`config.mk`:
```
export PLATFORM = sky130hd
export DESIGN_NAME = down_wrap_timer
export DESIGN_NICKNAME = d
export VERILOG_FILES = /design/src/rtl/down_wrap_timer_pkg.sv /design/src/rtl/down_wrap_timer_wrap_detect.sv /design/src/rtl/down_wrap_timer.sv
export SDC_FILE = /design/constraint.sdc
export NUM_CORES = 1
export LEC_CHECK = 0
export ABC_CLOCK_PERIOD_IN_PS = 3000
export CORE_MARGIN = 2
export CORE_UTILIZATION = 53
export CTS_CLUSTER_SIZE = 8
export DETAILED_ROUTE_END_ITERATION = 8
export GPL_ROUTABILITY_DRIVEN = 0
export PLACE_DENSITY_LB_ADDON = 0.2
export SYNTH_ARGS = -nofsm -noshare
export SYNTH_HDL_FRONTEND = slang
export SYNTH_HIERARCHICAL = 1
export SYNTH_SLANG_ARGS = --single-unit
export TNS_END_PERCENT = 1
```
`constraint.sdc`:
```
create_clock -name clk -period 3 [get_ports clk]
set_input_delay 0.6 -clock clk [delete_from_list [all_inputs] [get_ports clk]]
set_output_delay 0.6 -clock clk [all_outputs]
set_load 0.02 [all_outputs]
```
`src/rtl/down_wrap_timer_pkg.sv`:
```
// down_wrap_timer_pkg: shared widths and state encoding for the wrap timer
package down_wrap_timer_pkg;
  localparam int CNT_W = 4;
  localparam int WRAP_W = 8;
  typedef enum logic [1:0] {ST_IDLE, ST_RUN, ST_DONE} state_t;
endpackage

```
`src/rtl/down_wrap_timer_wrap_detect.sv`:
```
// wrap_detect: flags a 0 -> all-ones transition of a cascaded down counter
module wrap_detect #(
  parameter int CNT_W = down_wrap_timer_pkg::CNT_W
) (
  input  logic             clk,
  input  logic             set,
  input  logic [CNT_W-1:0] cnt_in,
  output logic             wrap_det
);
  logic [CNT_W-1:0] prev_q;
  logic             prev_valid;
  // remember last counter value; prev_valid blocks detection right after reset
  always_ff @(posedge clk) begin
    prev_q     <= set ? '0 : cnt_in;
    prev_valid <= !set;
  end
  assign wrap_det = prev_valid && prev_q == '0 && cnt_in == '1;
endmodule

```
`src/rtl/down_wrap_timer.sv`:
```
// down_wrap_timer: counts upstream counter wraps down from a loaded value
module down_wrap_timer #(
  parameter int CNT_W = down_wrap_timer_pkg::CNT_W,
  parameter int WRAP_W = down_wrap_timer_pkg::WRAP_W
) (
  input  logic              clk,
  input  logic              set,
  input  logic [CNT_W-1:0]  cnt_in,
  input  logic              en,
  input  logic              load,
  input  logic [WRAP_W-1:0] load_val,
  input  logic              auto_reload,
  output logic [WRAP_W-1:0] remaining,
  output logic              wrap_pulse,
  output logic              done,
  output logic              busy
);
  import down_wrap_timer_pkg::*;
  state_t            state, state_n;
  logic [WRAP_W-1:0] reload_q, rem_n, reload_n;
  logic              done_n, wrap_det;
  wrap_detect #(.CNT_W(CNT_W)) u_det (
    .clk(clk),
    .set(set),
    .cnt_in(cnt_in),
    .wrap_det(wrap_det)
  );
  // state, counter and pulse registers
  always_ff @(posedge clk) begin
    if (set) begin
      state      <= ST_IDLE;
      remaining  <= '0;
      reload_q   <= '0;
      done       <= 1'b0;
      wrap_pulse <= 1'b0;
    end else begin
      state      <= state_n;
      remaining  <= rem_n;
      reload_q   <= reload_n;
      done       <= done_n;
      wrap_pulse <= wrap_det;
    end
  end
  // load has priority over a coincident wrap; only the last wrap expires
  always_comb begin
    state_n  = state;
    rem_n    = remaining;
    reload_n = reload_q;
    done_n   = 1'b0;
    if (load) begin
      if (load_val != '0) begin
        rem_n    = load_val;
        reload_n = load_val;
        state_n  = ST_RUN;
      end else if (state == ST_RUN) begin
        rem_n   = '0;
        state_n = ST_IDLE;
      end
    end else if (state == ST_RUN && wrap_det && en) begin
      if (remaining > WRAP_W'(1)) begin
        rem_n = remaining - WRAP_W'(1);
      end else begin
        done_n  = 1'b1;
        rem_n   = auto_reload ? reload_q : '0;
        state_n = auto_reload ? ST_RUN : ST_DONE;
      end
    end
  end
  assign busy = state == ST_RUN;
endmodule

```
=== Word-level counts from Yosys, hierarchy flattened ===
Index checks and enable logic that the tools add are counted.

* Register bits after elaboration: 25
* Word-level logic and storage cells: 39

* Add/sub/neg operators: 1
* $lt $le $gt $ge: 1
* Equal/unequal tests: 4
* Muxes and demuxes: 13
* Bitwise logic cells: 1
* Reductions and logical operators: 12

{| class="wikitable"
|+ Operators with widths
! kind !! number
|-
| 8-bit 2-to-1 mux || 6
|-
| 2-bit 2-to-1 mux || 6
|-
| 8-bit by 1-bit greater-than comparator with 1-bit output, second input constant || 1
|-
| 8-bit nonzero test || 1
|-
| 8-bit by 1-bit subtractor with 8-bit output, second input constant || 1
|-
| 4-bit == test, second input constant || 1
|-
| 1-bit logical AND || 4
|-
| 4-bit zero test || 1
|-
| 2-bit AND reduction || 2
|-
| 3-bit by 1-bit != test with 1-bit output, second input constant || 1
|-
| 3-bit AND reduction || 1
|-
| 3-bit OR reduction || 1
|-
| 2-bit by 1-bit == test with 1-bit output, second input constant || 1
|-
| 2-bit != test, second input constant || 1
|-
| 2-bit nonzero test || 1
|-
| 1-bit zero test || 1
|-
| 1-bit 2-to-1 mux || 1
|-
| 1-bit inverter || 1
|}

=== Longest topological paths before layout ===
Gate-level depths: netlist of run 1.

* Depth after elaboration: 7
* Depth in mapped cells: 8
* Depth with buffers taken out: 7

=== Modules after synthesis ===
Netlist of run 1, hierarchy kept.

{| class="wikitable"
|+ By module, submodules not included
! module !! instances !! cells each !! area an instance (um^2) !! sequential area each (um^2)
|-
| down_wrap_timer || 1 || 136 || 1,112.3 || 400.4
|-
| wrap_detect || 1 || 13 || 156.4 || 100.1
|}

=== Worst setup path after synthesis of run 1 ===
Ideal clock, no wire load.

* Path type: reg-to-reg
* From: register remaining[0]
* To: register remaining[7]
* Setup time: 114 ps
* Arrival time: 1,870 ps
* Setup slack: 1,015 ps
* Cell stages (with the launch flop): 9
* Buffers on the path: 1
* Period minus slack after synthesis: 1,985 ps
* Cell sequence: dfxtp_1 inv_1 ha_1 clkbuf_1 nor2_1 nor2_1 a22oi_1 nor3_1 a2111oi_0

* Cells in the longest elaborated chain, start to end: 4

{| class="wikitable"
|+ Ends and longest elaborated chain
! what !! RTL line !! RTL
|-
| start, declared || down_wrap_timer.sv:13 || <nowiki>output logic [WRAP_W-1:0] remaining,</nowiki>
|-
| start signal, assigned || down_wrap_timer.sv:38 || <nowiki>remaining <= rem_n;</nowiki>
|-
| 8-bit by 1-bit subtractor with 8-bit output or 8-bit by 1-bit greater-than comparator with 1-bit output (tied branches) || down_wrap_timer.sv:61, down_wrap_timer.sv:60 ||
|-
| 8-bit 2-to-1 mux (*) || down_wrap_timer.sv:60 || <nowiki>if (remaining > WRAP_W'(1)) begin</nowiki>
|-
| 8-bit 2-to-1 mux (*) || down_wrap_timer.sv:59 || <nowiki>end else if (state == ST_RUN && wrap_det && en) begin</nowiki>
|-
| 8-bit 2-to-1 mux (*) || down_wrap_timer.sv:50 || <nowiki>if (load) begin</nowiki>
|}

Every way passes the cells marked *; elsewhere a longest branch is shown, timed or not. The select of a mux whose other input is x is not followed.
A chain may end at the register's enable or synchronous reset.

=== Final worst setup path of run 1 ===
* From: input load_val[5]
* To: register remaining[7]

* Cells in the longest elaborated chain, start to end: 3

{| class="wikitable"
|+ Ends and longest elaborated chain
! what !! RTL line !! RTL
|-
| start, declared || down_wrap_timer.sv:11 || <nowiki>input logic [WRAP_W-1:0] load_val,</nowiki>
|-
| 8-bit nonzero test (*) || down_wrap_timer.sv:51 || <nowiki>if (load_val != '0) begin</nowiki>
|-
| 3-bit by 1-bit != test with 1-bit output (no line) or 8-bit 2-to-1 mux (tied branches) || n/a ||
|-
| 2-bit AND reduction (no line) or 8-bit 2-to-1 mux (tied branches) || n/a ||
|}

Every way passes the cells marked *; elsewhere a longest branch is shown, timed or not.

==> reports/results.ini, run 1 <==
[status]
status=finished clean

[routing]
drt_iter0_markers=53
vias=1240
post_drt_via_cell_ratio=6.17
routed_wl_um=3170
dr.pass1.iters=4
drcViolationCount=0
wl_per_cell_um=15.8
ant_nets=0

[place]
port_buffers=27
place_area_sq_um=1540
dp_hpwl_um=2320
numPlacedInstances=197

[clocking]
clock_path_buffers=2
cts_root_buf=clkbuf_4
ctsHoldBuffers=0
htreeDepth=1
clk_pin_slew_worst_paths_ps=150
clock_sinks=25
cts-resized-gates=0
insertion_delay_ps=330
postCtsSetupBuffers=0
cts_buffers=3
cts_tree=built

[global_route]
grt_use_total_pct=24.5
grt-ovfl-total=0
grt_use_met2_pct=38.3
use_met3_pct=3.95
grt_max_degree=23
antenna_found_initial=0
grt.met1_usage_pct=32.6
grt_pass1_wl_um=4970
grt_pass1_vias=1106
busiest_layer=met2

[synth]
synth-xor-area-share_pct=1.38
syn_avg_cell_area_sq_um=8.51
synth_seq_cells=25
synth_top_family_by_area=compound AO/OA/AOI/OAI gates
synth-edff-count=0
synth_compound_area_share_pct=27.6
synthTopCellsByArea=dfxtp_1, a22oi_1, nor2_1, nand2_1, a21oi_1
synth_flop_cell=dfxtp_1
synthSimpleGateAreaFrac_pct=23.0
postSynthCellCount=149
synthMuxAreaShare_pct=0
yosysTopAreaCell=dfxtp_1
netlist.area_leader.share_pct=39.4
synthArstFlopShare_pct=0
synth_fa_ha_area_share_pct=1.97
synth.distinct_cells=45
syn_nets=168
netlist_area_sq_um=1270
yosys_warnings=6
ys_seq_area_share_pct=39.4

[worst_hold_path]
min_path_type=reg -> reg

[critical_path]
start_kind=primary input
crit_type=in -> reg
worstPathMaxFanout=3
required_ps=3210
crit_arrival_ps=2470
critPathCaptureType=flip-flop

[floorplan]
dieArea_sq_um=2800
io_pins=28
die_h_um=52.9
fp.dieW_um=52.9
core-area_sq_um=2230
start_util_pct=56.8
num_rows=17

[cells_and_area]
fillCellCount=184
n_antenna_cell=0
stdcell_area_sq_um=1570
instances_no_fill=201
areaGrowthSynthToFinish_pct=24.0
drive_gt1_share_pct=6.94
finalNetCount=193
final_util_pct=70.4

[sta]
max_freq_mhz=444
setup_tns_ps=0
fin_skew_ps=11.6
tightest_slew_ps=575
slew_violations=0
setup_viol=0
rsz0062_at_grt=false
post-route-period-util_pct=75.1
timing.final.hold_violations=0
slew_headroom_pct=61.3
holdWs_ps=477
min_period_ps=2250

[power]
p_sw_uw=232
pwr-share-comb_pct=26.5
power.internal_uw=492
p_per_area_nw_per_um2=460
ir_drop_mv=0.434
seqPwrFrac_pct=51.4
swShare_pct=32.1
clkPwrFrac_pct=22.0
p_leak_nw=0.567

[run]
drv_cap=0

[power groups by stage]
stage / sequential, mW / combinational, mW / clock [mW]
after floorplan: 0.383 / 0.122 / 0
after global placement: 0.378 / 0.187 / 0
after detailed placement: 0.379 / 0.190 / 0
after CTS: 0.372 / 0.191 / 0.164
after global routing: 0.375 / 0.207 / 0.170
final: 0.373 / 0.192 / 0.160
[stage by stage]
step	setup WS, ps	power [mW]
after floorplan	1020	0.505
after global placement	409	0.565
after detailed placement	410	0.569
after CTS	768	0.726
after global routing	517	0.752
final	748	0.724
[layout make-up]
type	instances	area, sq um	area share [%]
multi-input combinational	106	684	43.5
sequential	25	500	31.8
timing repair buffer	30	293	18.6
tap	28	35.0	2.23
inverter	8	30.0	1.91
clock buffer	3	22.5	1.43
clock inverter	1	7.51	0.477
[cell families after synthesis]
group           Yosys count
simple gates             54
compound gates           48
flops                    25
buf+inv                  18
xor+xnor                  2
fa+ha+maj                 2
[worst max-delay path: stages]
cell and delay, ps:
clkdlybuf4s50_1 470, nor4_1 550, nand2_1 180, o21ai_1 210, o32ai_1 110, a2111oi_0 350
[per-layer routing]
layer  vias to the layer above  routed length [um]
met5                         -                   0
met4                         0                  46
met3                         5                 188
met2                        52                1540
met1                       580                1390
li1                        603                   -
[sequential cells by signal (all words and copies together) (netlist names)]
| name | cells |
|---|---|
| remaining | 8 |
| u_det/prev_q | 4 |
| u_det/prev_valid | 1 |
| state | 2 |
| reload_q | 8 |
| done | 1 |
| wrap_pulse | 1 |
[worst paths after layout]
| check | from | end | slack [ps] | depth (start not counted) |
|---|---|---|---|---|
| max | load_val[5] | remaining[7] | 750 | 6 |
| max reg2reg | remaining[0] | remaining[7] | 880 | 7 |
| min reg2reg | reload_q[6] | reload_q[6] | 480 | 2 |
| min | reload_q[6] | reload_q[6] | 480 | 2 |
[placed cells by master, fill, tap and decap left out, types with 3 or more instances in the layout]
cell type	synthesis	routed
buf_4	0	3
a22oi_1	7	7
inv_1	7	7
o21ai_0	3	3
a21oi_1	7	7
clkdlybuf4s50_1	0	27
a311oi_1	3	3
nor2_1	14	14
o32ai_1	3	3
dfxtp_1	25	25
clkbuf_4	0	3
o21ai_1	5	5
nor4_1	4	4
nor2b_1	5	5
nand2_1	12	12
nor3_1	5	5
[cell usage after synthesis (3+ instances only)]
master and number:
a21oi_1 7, a22oi_1 7, a311oi_1 3, clkbuf_1 6
dfxtp_1 25, inv_1 7, nand2_1 12, nor2_1 14
nor2b_1 5, nor3_1 5, nor4_1 4, o21ai_0 3
o21ai_1 5, o32ai_1 3
Note: power is estimated with default switching activity, not from simulation.
==> inputs of run 2 (changes only) <==
--- a/config.mk
+++ b/config.mk
@@ -5,9 +5,9 @@
 export SDC_FILE = /design/constraint.sdc
 export NUM_CORES = 1
 export LEC_CHECK = 0
-export ABC_CLOCK_PERIOD_IN_PS = 3000
+export ABC_CLOCK_PERIOD_IN_PS = 2200
 export CORE_MARGIN = 2
-export CORE_UTILIZATION = 53
+export CORE_UTILIZATION = 49
 export CTS_CLUSTER_SIZE = 8
 export DETAILED_ROUTE_END_ITERATION = 8
 export GPL_ROUTABILITY_DRIVEN = 0
==> constraint.sdc (replaced) <==
create_clock -name clk -period 2.2 [get_ports clk]
set_input_delay 0.44 -clock clk [delete_from_list [all_inputs] [get_ports clk]]
set_output_delay 0.44 -clock clk [all_outputs]
set_load 0.02 [all_outputs]
==> run 2 against run 1 <==
Net effect: flip-flop and latch count stayed put; first-iteration DRC count is 9.4% lower; combinational power is 53% higher; final area is 8.3% higher; non-clock buffer count is 16 higher; global-route usage is 0.16 points lower; wire length is 10% higher; largest cell class unchanged.
==> reports/results.ini, run 2 (synthesis gave the netlist of run 1 again) <==
[sta]
setup_viol=0
min_period_ps=2070
max_freq_mhz=482
tightest_slew_ps=460
rsz0062_at_grt=false
slew_violations=0
fin_skew_ps=6.66
slew_headroom_pct=69.3
timing.final.hold_violations=0
post-route-period-util_pct=94.2

[clocking]
htreeDepth=1
insertion_delay_ps=320
cts_root_buf=clkbuf_4
clock_path_buffers=2
ctsHoldBuffers=0
clock_sinks=25
cts_buffers=3
clk_pin_slew_worst_paths_ps=150
cts_tree=built

[floorplan]
die_h_um=54.9
start_util_pct=51.7
dieArea_sq_um=3010
core-area_sq_um=2450
num_rows=18
fp.dieW_um=54.9
io_pins=28

[cells_and_area]
drive_gt1_share_pct=15.3
regArea_sq_um=500
finalNetCount=209
n_antenna_cell=0
instances_no_fill=219
areaGrowthSynthToFinish_pct=34.2
fillCellCount=212
final_cell_mix=clkdlybuf4s50_1, dfxtp_1, buf_4
layout_commonest_cell=clkdlybuf4s50_1
top_regs=reload_q: 8 flops, remaining: 8 flops, u_det/prev_q: 4 flops
multi_input_area_sq_um=692

[place]
port_buffers=27
numPlacedInstances=215
dp_hpwl_um=2500

[global_route]
grt_pass1_wl_um=5180
grt_use_total_pct=24.4
grt-ovfl-total=0
grt_max_degree=19
grt_pass1_vias=1167
antenna_found_initial=0

[critical_path]
critPathTopFamily=simple AND/OR/NAND/NOR gates
path_cells=or3b_1, nor4_2, nand4b_1, a32oi_2, o21ai_2, a311o_1, a21oi_2
crit_type=reg -> reg
worstPathMaxFanout=3
critPathCaptureType=flip-flop
start_kind=flip-flop
crit_path_top_delay_cell=or3b_1
worstReg2RegEnd=state[0]
r2r_start=u_det/prev_q[3]
required_ps=2480
crit_arrival_ps=2350
rrSetupSlack_ps=130
r2r_cells=7
max_stage_delay_ps=400
cp.buffers_inverters=0

[worst_hold_path]
min_to=reload_q[4]
min_path_type=reg -> reg
hold_path.startpoint=reload_q[4]
hold_path_depth=2

[routing]
wl_per_cell_um=16.0
routed_wl_um=3500
drcViolationCount=0
drt_iter0_markers=48
dr.pass1.iters=5
ant_nets=0
post_drt_via_cell_ratio=5.95
vias=1302

[power]
p_leak_nw=0.646
p_total_mw=1.01
ir_drop_mv=0.414
p_per_area_nw_per_um2=596

[status]
status=finished clean

[run]
drv_cap=0

## run 2: power breakdown
part / total [mW] / internal, mW / switching (mW)
combinational: 0.294 / 0.140 / 0.154
clock: 0.218 / 0.0694 / 0.149
sequential: 0.503 / 0.480 / 0.0231
## run 2: tightest hold or removal path, delay by kind of cell, from the launching register on
kind             cells  cell delay (ps)
AND/OR/NAND/NOR      1               50
AO/OA/AOI/OAI        1               50
flip-flops           1              340
## run 2: repair_timing
item,in CTS,in global routing
resized for setup,0,1
endpoints found under the setup margin,0,1
setup buffers,0,0
## run 2: cell type report
cell class / instances / share of cell area [%]
Multi-Input combinational cell: 106 / 40.6
Sequential cell: 25 / 29.4
Timing Repair Buffer: 46 / 24.2
Tap cell: 30 / 2.20
Inverter: 8 / 1.76
Clock buffer: 3 / 1.32
Clock inverter: 1 / 0.441
## run 2: routing by layer
metal  share of wire (%)  global-route usage (%)  vias up
met3                 7.6                    3.55        4
met2                  49                    39.1       56
met1                  42                    31.5      600
met5                   0                       0        -
met4                0.60                    12.5        0
li1                    -                       -      642
## run 2: worst max path at each step
stage                                from      endpoint  slack (ps)  cells past startpoint
after global placement          cnt_in[2]      state[0]         -80                      8
after detailed placement        cnt_in[1]      state[0]        -190                      8
after CTS                       cnt_in[3]      state[0]         120                      8
after floorplan              remaining[0]  remaining[7]         220                      8
after global routing      u_det/prev_q[3]      state[0]           7                      7
final                     u_det/prev_q[3]      state[0]         130                      7
## run 2: metrics by stage
step	cell area [sq um]	util, %	worst slack (ps)	setup TNS [ps]	hold slack [ps]
4_1_cts	1700	69.1	116	0	479
6_report	1700	69.4	127	0	474
3_3_place_gp	1670	67.8	-77.6	-106	446
5_1_grt	1700	69.4	6.76	0	498
2_1_floorplan	1270	-	215	0	436
3_5_place_dp	1670	67.8	-190	-964	461
==> inputs of run 3 (changes only) <==
--- a/config.mk
+++ b/config.mk
@@ -11,6 +11,7 @@
 export CTS_CLUSTER_SIZE = 8
 export DETAILED_ROUTE_END_ITERATION = 8
 export GPL_ROUTABILITY_DRIVEN = 0
+export GPL_TIMING_DRIVEN = 0
 export PLACE_DENSITY_LB_ADDON = 0.2
 export SYNTH_ARGS = -nofsm -noshare
 export SYNTH_HDL_FRONTEND = slang
==> run 3 against run 2 <==
Net effect: the flow now finishes with violations (setup timing); clock power about the same; sequential power about the same; global-route usage decreased by 0.41 points; sequential share of layout area increased by 1.5 points; critical endpoint is now remaining[7]; highest routed layer unchanged.
==> reports/results.ini, run 3 (synthesis gave the netlist of run 1 again) <==
[critical_path]
critPathCaptureType=flip-flop
r2r_cells=8
crit_arrival_ps=2440
required_ps=2370
crit_type=in -> reg
rrSetupSlack_ps=20
start_kind=primary input
worstPathMaxFanout=3
worstReg2RegEnd=remaining[7]
r2r_start=remaining[0]

[global_route]
grt_pass1_wl_um=5130
grt_max_degree=16
grt_pass1_vias=1172
grt-ovfl-total=0
grt_use_total_pct=24.0
antenna_found_initial=0

[routing]
wl_per_cell_um=16.2
drcViolationCount=0
ant_nets=0
dr.pass1.iters=4
post_drt_via_cell_ratio=6.25
routed_wl_um=3400
vias=1313
drt_iter0_markers=61

[place]
port_buffers=25
place_area_sq_um=1560
numPlacedInstances=204
dp_hpwl_um=2350

[clocking]
cts_buffers=3
clk_pin_slew_worst_paths_ps=140
cts_root_buf=clkbuf_4
htreeDepth=1
cts_tree=built
clock_path_buffers=2
insertion_delay_ps=330
clock_sinks=25

[floorplan]
fp.dieW_um=54.9
dieArea_sq_um=3010
io_pins=28
num_rows=18
core-area_sq_um=2450
start_util_pct=51.7
die_h_um=54.9

[cells_and_area]
instances_no_fill=210
areaGrowthSynthToFinish_pct=28.2
top_regs=reload_q: 8 flops, remaining: 8 flops, u_det/prev_q: 4 flops
stdcell_area_sq_um=1630
n_antenna_cell=0
finalNetCount=200
layout_commonest_cell=clkdlybuf4s50_1
drive_gt1_share_pct=11.1
final_cell_mix=clkdlybuf4s50_1, dfxtp_1, nor2_1

[worst_hold_path]
min_to=reload_q[4]
min_path_type=reg -> reg
hold_path.startpoint=reload_q[4]
hold_path_depth=2

[sta]
setup_ws_ps=-63.6
post-route-period-util_pct=103
slew_headroom_pct=62.8
fin_skew_ps=16.0
slew_violations=0
min_period_ps=2260
setup_viol=1
tightest_slew_ps=558
max_freq_mhz=442
timing.final.hold_violations=0

[run]
drv_cap=0

[power]
p_per_area_nw_per_um2=623
ir_drop_mv=0.458
p_leak_nw=0.586

[status]
violations=setup timing
status=finished, violations left

-- run 3: power breakdown --
part	leakage (nW)	internal (mW)	switching [mW]	total (mW)
Sequential	0.207	0.480	0.0248	0.505
Combinational	0.365	0.134	0.153	0.287
Clock	0.0139	0.0694	0.151	0.221
-- run 3: area by class of cell --
class | instances | area [sq um]
inverters | 8 | 30.0
plain buffers | 10 | 55.1
fillers | 206 | 828
clock inverters | 1 | 7.51
repair buffers | 27 | 265
multi-input cells | 106 | 707
clock buffers | 3 | 22.5
well taps | 30 | 37.5
flip-flops and latches | 25 | 502
-- run 3: worst max path at each step --
stage            startpoint            to  slack, ps  depth (start not counted)
2_1_floorplan  remaining[0]  remaining[7]        220                          8
3_3_place_gp      cnt_in[2]  remaining[5]       -290                          8
3_5_place_dp      cnt_in[3]  remaining[5]       -380                          8
4_1_cts        remaining[0]  remaining[7]          8                          8
5_1_grt         load_val[0]  remaining[7]       -100                          6
6_report        load_val[0]  remaining[7]        -60                          6
-- run 3: layer usage --
metal,share of wire (%),track usage (%)
met5,0,0
met4,1.6,9.17
met3,8.6,3.01
met2,47,38.3
met1,42,32.6
-- run 3: per-stage QoR --
| stage | TNS, ps | setup WS, ps | total power, mW | hold WS (ps) | util, % |
|---|---|---|---|---|---|
| floorplan | 0 | 215 | 0.688 | 436 | - |
| global placement | -2260 | -292 | 0.777 | 444 | 63.4 |
| detailed placement | -3040 | -384 | 0.782 | 452 | 63.4 |
| CTS | 0 | 8.41 | 0.995 | 471 | 64.7 |
| global route | -105 | -105 | 1.06 | 497 | 66.3 |
| finish | -63.6 | -63.6 | 1.01 | 469 | 66.3 |
-- run 3: critical path, stage by stage --
cell and delay [ps]:
clkdlybuf4s50_1 470, nor4_2 510, nand2_1 160, o21ai_1 230
o32ai_1 160, a2111oi_0 470
-- run 3: timing repair --
action                     4_1_cts  5_1_grt
resized for setup                1        5
hold buffers                     0        0
setup endpoints to repair        3        7
setup buffers                    0        2
pin swaps                        0        1
